### config.mk
export PLATFORM = sky130hd
export DESIGN_NAME = vpu_alu_si_mul_seq
export DESIGN_NICKNAME = d
export VERILOG_FILES = /design/src/rtl/vpu_alu_si_mul_seq.sv
export SDC_FILE = /design/constraint.sdc
export NUM_CORES = 1
export LEC_CHECK = 0
export BUFFER_PORTS_ARGS = -buffer_cell sky130_fd_sc_hd__buf_2
export CAP_MARGIN = 0
export CORE_UTILIZATION = 45
export CTS_CLUSTER_SIZE = 25
export DETAILED_ROUTE_END_ITERATION = 12
export GPL_ROUTABILITY_DRIVEN = 0
export PLACE_DENSITY = 0.68
export RECOVER_POWER = 25
export SKIP_CTS_REPAIR_TIMING = 1
export SLEW_MARGIN = 0
export SYNTH_ARGS = -nofsm -noshare
export SYNTH_HDL_FRONTEND = slang
export SYNTH_SLANG_ARGS = --single-unit
### constraint.sdc
create_clock -name clk -period 4.7 [get_ports clk]
set_input_delay 0.235 -clock clk [delete_from_list [all_inputs] [get_ports clk]]
set_output_delay 0.235 -clock clk [all_outputs]
set_load 0.02 [all_outputs]
### src/rtl/vpu_alu_si_mul_seq.sv
// Iterative radix-2 Booth signed multiplier for the VPU signed-integer lane.
// One Booth step per clock; full 2*OPERAND_WIDTH product returned under valid/ready.
module vpu_alu_si_mul_seq #(
  parameter int OPERAND_WIDTH = 32  // even, >= 4
) (
  input  logic                     clk,
  input  logic                     rst_n,
  input  logic                     valid_i,
  output logic                     ready_o,
  input  logic [OPERAND_WIDTH-1:0] op_0,
  input  logic [OPERAND_WIDTH-1:0] op_1,
  input  logic                     en,
  output logic                     valid_o,
  input  logic                     ready_i,
  output logic [OPERAND_WIDTH-1:0] result_o,
  output logic [OPERAND_WIDTH-1:0] result_hi_o
);

  localparam int W  = OPERAND_WIDTH;
  localparam int CW = $clog2(W);
  localparam logic [CW-1:0] LAST = CW'(W - 1);

  localparam logic [1:0] IDLE = 2'd0;
  localparam logic [1:0] BUSY = 2'd1;
  localparam logic [1:0] DONE = 2'd2;

  logic [1:0]    state;
  logic [W-1:0]  m;
  logic [W-1:0]  q;
  logic [W:0]    a;     // one guard bit so -M of the most negative M cannot overflow
  logic          q_m1;
  logic [CW-1:0] cnt;
  logic [W:0]    msx;
  logic [W:0]    sum;

  assign msx = {m[W-1], m};

  always_comb begin
    sum = a;
    case ({q[0], q_m1})
      2'b01:   sum = a + msx;
      2'b10:   sum = a - msx;
      default: sum = a;
    endcase
  end

  always_ff @(posedge clk or negedge rst_n) begin
    if (!rst_n) begin
      state <= IDLE;
      m     <= '0;
      q     <= '0;
      a     <= '0;
      q_m1  <= 1'b0;
      cnt   <= '0;
    end else begin
      case (state)
        IDLE: if (valid_i) begin
          state <= BUSY;
          m     <= en ? op_0 : '0;
          q     <= en ? op_1 : '0;
          a     <= '0;
          q_m1  <= 1'b0;
          cnt   <= '0;
        end
        BUSY: begin
          // arithmetic shift of {A,Q,q_m1} applied to the post-add A
          a    <= {sum[W], sum[W:1]};
          q    <= {sum[0], q[W-1:1]};
          q_m1 <= q[0];
          cnt  <= cnt + CW'(1);
          if (cnt == LAST) state <= DONE;
        end
        DONE: if (ready_i) state <= IDLE;
        default: state <= IDLE;
      endcase
    end
  end

  assign ready_o     = (state == IDLE);
  assign valid_o     = (state == DONE);
  assign result_o    = q;
  assign result_hi_o = a[W-1:0];

endmodule

# == After elaboration in Yosys (flattened, before gate mapping) ==
# Index checks and enable logic that the tools add are counted.
# op_classes
n_eq_ne,8
n_reduce_logical,5
addsub,3
n_mux,15
# ops
op,count
$pmux W33 S2,2
$mux W32,3
$pmux W32 S2,1
$add A33 B33 Y33,1
$mux W33,1
$sub A33 B33 Y33,1
$pmux W5 S2,1
$mux W2,3
$pmux W2 S3,1
$add A5 B1 Y5 const B,1
$eq A5 B5 Y1 const B,1
$mux W5,1
$eq A2 B1 Y1 const B,2
$eq A2 B2 Y1 const B,2
$ne A2 B2 Y1 const B,2
$reduce_and A2 Y1,2
$reduce_and A3 Y1,1
$logic_not A2 Y1,1
$ne A2 B1 Y1 const B,1
$pmux W1 S2,1
$reduce_bool A2 Y1,1
$mux W1,1
# word_totals
inputBits,69
reg_bits,105

# == Logic depth before layout (Yosys ltp) ==
# Gate-level depths: netlist of run 1.
# depth
word_depth,3
ltp_mapped,18

# == Worst setup path after synthesis of run 1 ==
# Ideal clock, no wire load.
# synth_timing
path_kind,register to register
startpoint,reg m[15]
endpoint,reg a[31]
setup_ps,134
slack_ps,1163
period_less_slack_ps,3537
arrival_ps,3403
path_stages_with_launch,18
t_required_ps,4566
path_cell_list,dfrtp_1 or4_1 nor3_1 and3_1 nand2_1 nor4_2 a21oi_1 xnor2_1 ha_1 clkbuf_1 nand2_1 nor2_1 and4_1 o211a_1 nor3_1 xnor2_1 o211ai_1 o31ai_1
# synth_between
elab_chain_len,3
elab_cells_between_ends,4
classes_between,add/sub (2); mux (2)
# synth_lines
item,line_no,rtl
from (decl),28,logic [W-1:0] m;
from (signal assigned),59,m <= en ? op_0 : '0;
$sub A33 B33 Y33 or $add A33 B33 Y33 (tied branches),"42, 41",
$pmux W33 S2 *,40,"case ({q[0], q_m1})"
$pmux W33 S2 *,56,case (state)
to (signal assigned),67,"a <= {sum[W], sum[W:1]};"
to (decl),30,logic [W:0] a;
# Mark *: on every way between the ends. The rest lies on a longest branch, timed or not.
# A chain may end at the register's enable or synchronous reset.

# == Worst setup path in the final report of run 1 ==
# layout_timing
startpoint,reg m[3]
endpoint,reg a[29]
# Same word-level chain as after synthesis.

==> results.md, run 1 <==
* Critical-path cell list: or4_4 > nor3b_2 > nand2_1 > o41ai_1 > xor2_1 > ha_1 > o21ai_0 > nor2_1 > o21ai_0 > a221oi_1 > a311oi_2 > a21oi_1 > o211a_1 > nor3_1
* Row cnt at between 40 and 50
* Core area at roughly 0.015 mm²
* Synth area leader: dfrtp_1
* Area fraction of the dominant cell type after synthesis at 37.6%
* DR DRC count at 0
* Ranking of synthesized cells by area: dfrtp_1 (38%), ha_1 (6.5%), xnor2_1 (5.3%), nand2_1 (5.1%), a222oi_1 (4.8%)
* First-pass GRT wire length at between 30000 and 40000 µm
* F_max at between 200 and 300 MHz
* Total gr overflow at 0
* Post-DR vias/cell at approximately 5.9
* Wire per inst at about 17 µm
* Final Hold Vio Count at 0
* Hold_ws at around 0.08 ns
* CTS root buffer: clkbuf_16
* Fin. max-slew vios at between 50 and 60
* Final TNS setup at 0 ns
* Worst-case clock buffer depth at 2
* Final setup fails at 0
* CTS sink count at 104
* Fin crit period at 3.98 ns
* Outcome: complete, but fails checks
* Hpwl dp at between 10000 and 15000 µm
* Clk slew on worst S/H paths at about 0.07 ns
* Worst setup margin at 0.715 ns
* PortBufs at about 130
* Vias in the first global route at between 6k and 7k
* Util after Layout at between 50% and 60%
* DRT antenna net count at 0
* DRT Pass-1 Iters at 7
* Number of CTS-inserted buffers at 9
* Routed wire length at 18700 µm
* Worst path bufs/invs at 0
* Most used cell, CP: o21ai_0
* Initial Util at 46.9%
* Critical Path Sink Type: flop
* Layout area overhead at 15.6%
* Share of cells above drive strength 1 at 18.0%
* Syn Inst Count at ~800
* # fillers at between 1k and 1.5k
* Sequential share of the synthesized area at between 30% and 40%
* Slowest stage cell, crit path: or4_4
* Slew HR at -97.6%
* Commonest register cell after synthesis: dfrtp_1
* Diode count at 0
* Number of flops mapped to enable cells by yosys at 0
* Worst Path Required at between 4 and 5 ns
* CTS tree: built
* Place WS at approximately 0.75 ns
* Die W at roughly 130 µm
* Yosys cell types at slightly above 70
* RSZ-0062 raised after global routing: false
* Slowest stage delay, CP at 0.56 ns
* Die Y at 126 µm
* Ys async rst share at 100%
* Setup crit start kind: flop
* Crit Path Max Fanout at 6
* Via count at about 6.4k
* Max_cap viols at 1
* Clock Latency Late Sink at around 0.36 ns
* Worst slew pin tran at approximately 3.0 ns
* Mean post-synth cell area at 8.69 µm²
* Die area at ~0.016 mm²
* Hold WC Path Type: input pin to flop
* CP top delay family: compound AO/OA/AOI/OAI gates
* CTS H-tree depth at 3
* #FFs+latches synth at 104
* Synthesized area at a little under 0.007 mm²
* CP Data Arrival Time at roughly 4.3 ns
* IO Pins at about 140
* Initial antenna violation count at 1
* Warnings, synthesis at 0
* Nets at 1003
* Type of the worst setup path: flop to flop
* Global Route Usage Sum at 24.6%
* Syn nets at about 900
* Setup Skew at a little over 0.008 ns
* Largest net degree at the start of global routing at 54
* Final worst path period share at a little over four fifths
* Initial DRC Count at a little under 500
* Violated checks: capacitance limit, slew limit
[layout by cell type (no fill, tap or decap), types with 9 or more instances in the layout]
| cell type | instances |
|---|---|
| buf_2 | 116 |
| dfrtp_1 | 104 |
| nand2_1 | 94 |
| o21ai_0 | 54 |
| nand3_1 | 52 |
| inv_1 | 51 |
| a21oi_1 | 48 |
| nor2_1 | 43 |
| xnor2_1 | 42 |
| ha_1 | 36 |
| a222oi_1 | 33 |
| clkbuf_1 | 18 |
| a22oi_1 | 16 |
| nor3_1 | 15 |
| a21o_1 | 14 |
| xor2_1 | 14 |
| a31oi_1 | 11 |
| nand4_1 | 9 |
| clkbuf_16 | 9 |
[cell families after synthesis]
group / after synthesis / synth area share (%)
buf+inv: 104 / 5.73
mux: 7 / 1.01
flops: 104 / 37.6
fa+ha+maj: 37 / 6.79
simple gates: 256 / 17.8
compound gates: 233 / 24.0
xor+xnor: 56 / 7.08
[final timing paths]
path	end	start	depth (start not counted)	slack, ns
min in group asynchronous	a[4]$_DFFE_PN0P_	rst_n	2	1.38
hold reg to reg	cnt[3]$_DFFE_PN0P_	cnt[3]$_DFFE_PN0P_	1	0.49
max in group asynchronous	cnt[3]$_DFFE_PN0P_	rst_n	3	1.45
hold / removal	result_o[9]$_DFFE_PN0P_	op_1[9]	3	0.08
setup reg to reg	a[29]$_DFFE_PN0P_	m[3]$_DFFE_PN0P_	14	0.72
setup / recovery	a[29]$_DFFE_PN0P_	m[3]$_DFFE_PN0P_	14	0.72
[cell usage after synthesis (7+ instances only)]
cell / count
ha_1: 36
nand4_1: 9
nor3_1: 15
a222oi_1: 33
o21ai_0: 54
a21o_1: 14
a22oi_1: 16
a21oi_1: 48
xnor2_1: 42
a31oi_1: 11
nand2_1: 94
mux2i_1: 7
dfrtp_1: 104
xor2_1: 14
inv_1: 51
clkbuf_1: 43
nor2b_1: 7
nand3_1: 52
nor2_1: 44
[sequential cells by signal, indices dropped and copies added, names as in the netlist]
register  count
a            32
m            32
result_o     32
cnt           5
state         2
q_m1          1
[routing by layer]
layer	vias to the layer above	track usage (%)	part of all wire [%]
met3	29	5.10	7.4
li1	3103	-	-
met1	2997	35.6	48
met5	-	0	0
met4	0	8.72	2.1
met2	244	36.2	43
[worst register-to-register path, stage by stage, from the launching register on]
cell	delay, ns
dfrtp_1	0.44
or4_4	0.56
nor3b_2	0.42
nand2_1	0.16
o41ai_1	0.32
xor2_1	0.19
ha_1	0.32
o21ai_0	0.17
nor2_1	0.07
o21ai_0	0.26
a221oi_1	0.13
a311oi_2	0.34
a21oi_1	0.14
o211a_1	0.22
nor3_1	0.18
[final cells by class]
cell class	instances	area, µm²	area share [%]
clock inverter	7	103	1.28
tap	184	230	2.88
sequential	104	2600	32.5
multi-input combinational	589	3940	49.2
inverter	51	191	2.39
clock buffer	9	225	2.81
timing repair buffer	142	711	8.88
[per-stage QoR]
| step | cell area (µm²) | cells |
|---|---|---|
| after floorplan | 6930 | 797 |
| after global placement | 7690 | 1069 |
| after detailed placement | 7690 | 1069 |
| after CTS | 8020 | 1085 |
| after global routing | 8000 | 1086 |
| final | 8000 | 1086 |
Power of run 1 is left out: the tool's default activity adds up to more than one toggle a clock period on the data nets, which glitch-free logic cannot reach.
==> run 2, diff against run 1 <==
==> constraint.sdc (replaced) <==
create_clock -name clk -period 4 [get_ports clk]
set_input_delay 0.2 -clock clk [delete_from_list [all_inputs] [get_ports clk]]
set_output_delay 0.2 -clock clk [all_outputs]
set_load 0.02 [all_outputs]
==> run 2 against run 1 <==
Compared with the run above: the run still ends with capacitance limit, slew limit left; register-to-register slack worse by 0.59 ns; utilization is 1.3 points higher; cell count is 1.1% higher; fmax is 2.8% higher; flip-flop and latch count stayed put; worst hold slack worse by 0.036 ns; wire length is 2.8% higher; clock-buffer cell count stayed put; first-iteration DRC count is 3.9% higher; critical path type unchanged; largest cell class unchanged; highest routed layer unchanged.
==> results.md, run 2 (synthesis results as in run 1) <==
* DRT Pass-1 Iters at 8
* Die W at 126 µm
* Final worst path period share at a little over nine tenths
* CTS tree: built
* Hpwl dp at 13800 µm
* Outcome: complete, but fails checks
* Final Hold Vio Count at 0
* Worst slew pin tran at 1.51 ns
* DR DRC count at 0
* CTS root buffer: clkbuf_16
* Max_cap viols at 1
* Initial DRC Count at about 510
* Final setup fails at 0
* Commonest non-fill, non-tap cell in the layout: buf_2
* Clock Latency Late Sink at between 0.3 and 0.4 ns
* Hold_ws at 0.0436 ns
* Diode count at 0
* Setup crit start kind: flop
* Clk slew on worst S/H paths at approximately 0.08 ns
* Routed wire length at between 15000 and 20000 µm
* Global Route Usage Sum at approximately a quarter
* CTS sink count at about 100
* Share of cells above drive strength 1 at 22.2%
* Critical Path Sink Type: flop
* Layout area overhead at 18.4%
* Post-DR vias/cell at about 6
* Violated checks: capacitance limit, slew limit
* Crit Path Max Fanout at 8
* Hold WC Path Type: input pin to flop
* Most frequent cells in the layout: buf_2 (122), dfrtp_1 (104), nand2_1 (92), nand3_1 (52)
* CTS H-tree depth at 3
* Initial antenna violation count at 2
* Via count at 6469
* Setup Skew at between 0.007 and 0.008 ns
* DRT antenna net count at 0
* Type of the worst setup path: flop to flop
* # fillers at between 1k and 1.5k
* Row cnt at 44
* RSZ-0062 raised after global routing: true
* Core area at 0.0148 mm²
* First-pass GRT wire length at 31400 µm
* Total gr overflow at 0
* CP Data Arrival Time at approximately 4.2 ns
* PortBufs at about 130
* Fin. max-slew vios at 60
* Nets at slightly above 1k
* Area of the multi-input gates at 0.00405 mm²
* Die Y at 126 µm
* IO Pins at 135
* Register area at between 0.002 and 0.003 mm²
* Vias in the first global route at 6124
* Wire per inst at approximately 17 µm
* Fin crit period at 3.88 ns
* Slew HR at -0.621%
* Die area at between 0.015 and 0.02 mm²
* Initial Util at between 40% and 50%
* Number of CTS-inserted buffers at 9
* F_max at 258 MHz
* Worst-case clock buffer depth at 2
* Largest net degree at the start of global routing at 60
* Worst Path Required at roughly 4.3 ns
-- run 2: path summary, 6_finish.rpt --
check / start / endpoint / slack (ns) / cells after the start
max in group asynchronous: rst_n / cnt[4]$_DFFE_PN0P_ / 2.15 / 3
setup / recovery: m[5]$_DFFE_PN0P_ / a[29]$_DFFE_PN0P_ / 0.12 / 14
hold / removal: op_1[5] / result_o[5]$_DFFE_PN0P_ / 0.04 / 3
setup reg to reg: m[5]$_DFFE_PN0P_ / a[29]$_DFFE_PN0P_ / 0.12 / 14
min in group asynchronous: rst_n / a[4]$_DFFE_PN0P_ / 0.75 / 2
hold reg to reg: cnt[3]$_DFFE_PN0P_ / cnt[3]$_DFFE_PN0P_ / 0.49 / 1
-- run 2: critical path: stages, from the launching register on --
cell      delay, ns
dfrtp_1        0.41
or4_4          0.57
nor4_4         0.34
and3_4         0.27
a21oi_1        0.09
xnor2_1        0.22
ha_2           0.36
a21o_1         0.22
a21oi_1        0.17
nor2b_1        0.15
a221oi_1       0.09
a311oi_2       0.32
a21oi_2        0.13
o211a_1        0.24
nor3_1         0.20
-- run 2: through the flow --
step / setup TNS [ns] / area [µm²] / std cells / util, % / setup slack, ns
2_1_floorplan: 0 / 6930 / 797 / - / 0.463
3_3_place_gp: 0 / 7740 / 1075 / 52.4 / 0.160
3_5_place_dp: 0 / 7740 / 1075 / 52.4 / 0.113
4_1_cts: 0 / 8050 / 1091 / 54.6 / 0.0955
5_1_grt: -0.219 / 8200 / 1098 / 55.6 / -0.0988
6_report: 0 / 8200 / 1098 / 55.6 / 0.124
-- run 2: layout make-up --
type,instances,area share [%]
inverter,51,2.34
clock inverter,7,1.07
multi-input combinational,589,49.4
sequential,104,31.7
tap,184,2.81
timing repair buffer,154,9.87
clock buffer,9,2.75
-- run 2: layer usage --
| metal | share of wire [%] | up-vias | wire (µm) | GRT usage (%) |
|---|---|---|---|---|
| met2 | 45 | 245 | 8660 | 37.5 |
| li1 | - | 3132 | - | - |
| met4 | 1.7 | 0 | 334 | 8.22 |
| met1 | 46 | 3070 | 8750 | 35.4 |
| met3 | 7.6 | 22 | 1460 | 5.01 |
| met5 | 0 | - | 0 | 0 |
Power of run 2 is left out for the same reason.
==> run 3, diff against run 2 <==
--- a/config.mk
+++ b/config.mk
@@ -7,11 +7,11 @@
 export LEC_CHECK = 0
 export BUFFER_PORTS_ARGS = -buffer_cell sky130_fd_sc_hd__buf_2
 export CAP_MARGIN = 0
-export CORE_UTILIZATION = 45
+export CORE_UTILIZATION = 55
 export CTS_CLUSTER_SIZE = 25
 export DETAILED_ROUTE_END_ITERATION = 12
 export GPL_ROUTABILITY_DRIVEN = 0
-export PLACE_DENSITY = 0.68
+export PLACE_DENSITY = 0.81
 export RECOVER_POWER = 25
 export SKIP_CTS_REPAIR_TIMING = 1
 export SLEW_MARGIN = 0
==> run 3 against run 2 <==
Compared with the run above: the run still ends with capacitance limit, slew limit left; worst hold slack improved by 0.0050 ns; register-to-register slack got worse by 0.02 ns; critical path depth unchanged; via count up 2.1%; wire length down 3.1%; clock-buffer cell count increased by 2; setup slack worse by 0.017 ns; utilization up 12 points; design area rose by 0.21%; first-iteration DRC count up 26%; fmax shrank 0.43%; die area down 18%.
==> results.md, run 3 (synthesis results as in run 1) <==
* Outcome: complete, but fails checks
* Violated checks: capacitance limit, slew limit
* Most frequent cells in the layout: buf_2 (109), dfrtp_1 (103), nand2_1 (92), nand3_1 (52)
* DRT Pass-1 Iters at 6
* F_max at between 200 and 300 MHz
* Critical-path cell list: or4_4 > nor4_4 > and3_4 > a21oi_1 > xnor2_1 > ha_2 > a21o_1 > a21oi_1 > nor2b_1 > a221oi_1 > a311oi_2 > a21oi_2 > o211a_1 > nor3_1
* Area of the multi-input gates at 0.00412 mm²
* Worst Path Required at between 4 and 5 ns
* Initial antenna violation count at 0
* # fillers at between 900 and 1k
* Initial Util at between 50% and 60%
* Worst reg-to-reg setup slack at approximately 0.11 ns
* Layout area overhead at 18.6%
* Max_cap viols at 1
* Number of CTS-inserted buffers at 9
* Vias in the first global route at 6034
* Cell count of the worst reg-to-reg path at 14
* CP Data Arrival Time at 4.17 ns
* Hold EP: result_o[5]$_DFFE_PN0P_
* RSZ-0062 raised after global routing: true
* Share of cells above drive strength 1 at roughly a fifth
* Hold_ws at between 0.04 and 0.05 ns
* Slew HR at -65.5%
* Clk slew on worst S/H paths at ~0.070 ns
* CTS sink count at between 100 and 150
* CTS H-tree depth at 3
* Setup Skew at about 0.0046 ns
* Wire per inst at ~17 µm
* Core area at 0.0122 mm²
* PortBufs at between 100 and 150
* Die W at 114 µm
* CTS root buffer: clkbuf_16
* Worst slew pin tran at between 2 and 2.5 ns
* Hold WC Path Type: input pin to flop
* Initial DRC Count at between 600 and 700
* Slowest stage cell, crit path: or4_4
* Slowest stage delay, CP at 0.55 ns
* Via count at about 6.6k
* Clock Latency Late Sink at ~0.36 ns
* Die area at around 0.013 mm²
* Crit Path Max Fanout at 8
* Worst path bufs/invs at 0
* Post-route insts no fill at about 1.1k
* Routed wire length at about 19000 µm
* Nets at between 1k and 1.5k
* Final worst path period share at ~97%
* Fin. max-slew vios at 46
* Diode count at 0
* Critical path depth in cells at 14
* DRT antenna net count at 0
* Total gr overflow at 0
* Critical Path Sink Type: flop
* CTS tree: built
* Worst setup margin at approximately 0.11 ns
* First-pass GRT wire length at 29900 µm
* Row cnt at 40
* Die Y at between 100 and 150 µm
* Worst-case clock buffer depth at 2
* Final TNS setup at 0 ns
* Global Route Usage Sum at between 20% and 30%
* R2r startpoint: m[3]$_DFFE_PN0P_
* Hpwl dp at roughly 13000 µm
* Placed cells at about 1.1k
* Hold wc startpoint: op_1[5]
* Hold depth at 3
* Setup crit start kind: flop
* Final setup fails at 0
* Post-DR vias/cell at ~6.1
* Largest net degree at the start of global routing at 46
* DR DRC count at 0
* Capturing point of the worst reg2reg path: a[29]$_DFFE_PN0P_
* Commonest non-fill, non-tap cell in the layout: buf_2
* IO Pins at 135
* Type of the worst setup path: flop to flop
* CP top delay family: simple AND/OR/NAND/NOR gates
* Register area at between 0.002 and 0.003 mm²
* Fin crit period at a little under 4 ns
* Place WS at 0.134 ns
* Most used cell, CP: a21oi_1
* Final Hold Vio Count at 0
run 3: cell count changes in the layout (fill, tap and decap cells not counted), sizes merged:
cell	change
buf	-16
clkinv	-2
clkbuf	+15
run 3: worst register-to-register path, stage by stage (launching register included):
cell,delay (ns)
dfrtp_2,0.44
or4_4,0.55
nor4_4,0.33
and3_4,0.26
a21oi_1,0.08
xnor2_1,0.26
ha_2,0.38
a21o_1,0.22
a21oi_1,0.18
nor2b_1,0.16
a221oi_1,0.10
a311oi_2,0.34
a21oi_2,0.13
o211a_1,0.22
nor3_1,0.17
run 3: metal layers:
metal | vias up | wire length (µm) | GRT usage, %
met5 | - | 0 | 0
met4 | 0 | 361 | 10.1
met3 | 24 | 1630 | 4.82
met2 | 327 | 8520 | 46.0
met1 | 3130 | 8100 | 41.3
li1 | 3121 | - | -
run 3: cell type report:
cell class / instances / share of cell area [%]
Timing Repair Buffer: 151 / 9.37
Sequential cell: 104 / 31.7
Tap cell: 168 / 2.56
Multi-Input combinational cell: 589 / 50.1
Inverter: 51 / 2.33
Clock buffer: 11 / 3.08
Clock inverter: 5 / 0.838
run 3: stage by stage:
step | cell area, µm² | util [%]
global route | 8220 | 67.6
finish | 8220 | 67.6
global placement | 7710 | 63.4
detailed placement | 7710 | 63.4
floorplan | 6930 | -
CTS | 8030 | 66.0
run 3: worst max-delay path by stage:
| stage | start | to | slack, ns |
|---|---|---|---|
| finish | m[3]$_DFFE_PN0P_ | a[29]$_DFFE_PN0P_ | 0.11 |
| global route | m[3]$_DFFE_PN0P_ | a[31]$_DFFE_PN0P_ | -0.11 |
| floorplan | m[15]$_DFFE_PN0P_ | a[31]$_DFFE_PN0P_ | 0.46 |
| detailed placement | m[3]$_DFFE_PN0P_ | a[29]$_DFFE_PN0P_ | 0.13 |
| CTS | m[3]$_DFFE_PN0P_ | a[29]$_DFFE_PN0P_ | 0.1 |
| global placement | m[9]$_DFFE_PN0P_ | a[31]$_DFFE_PN0P_ | 0.17 |
Power of run 3 is left out for the same reason.
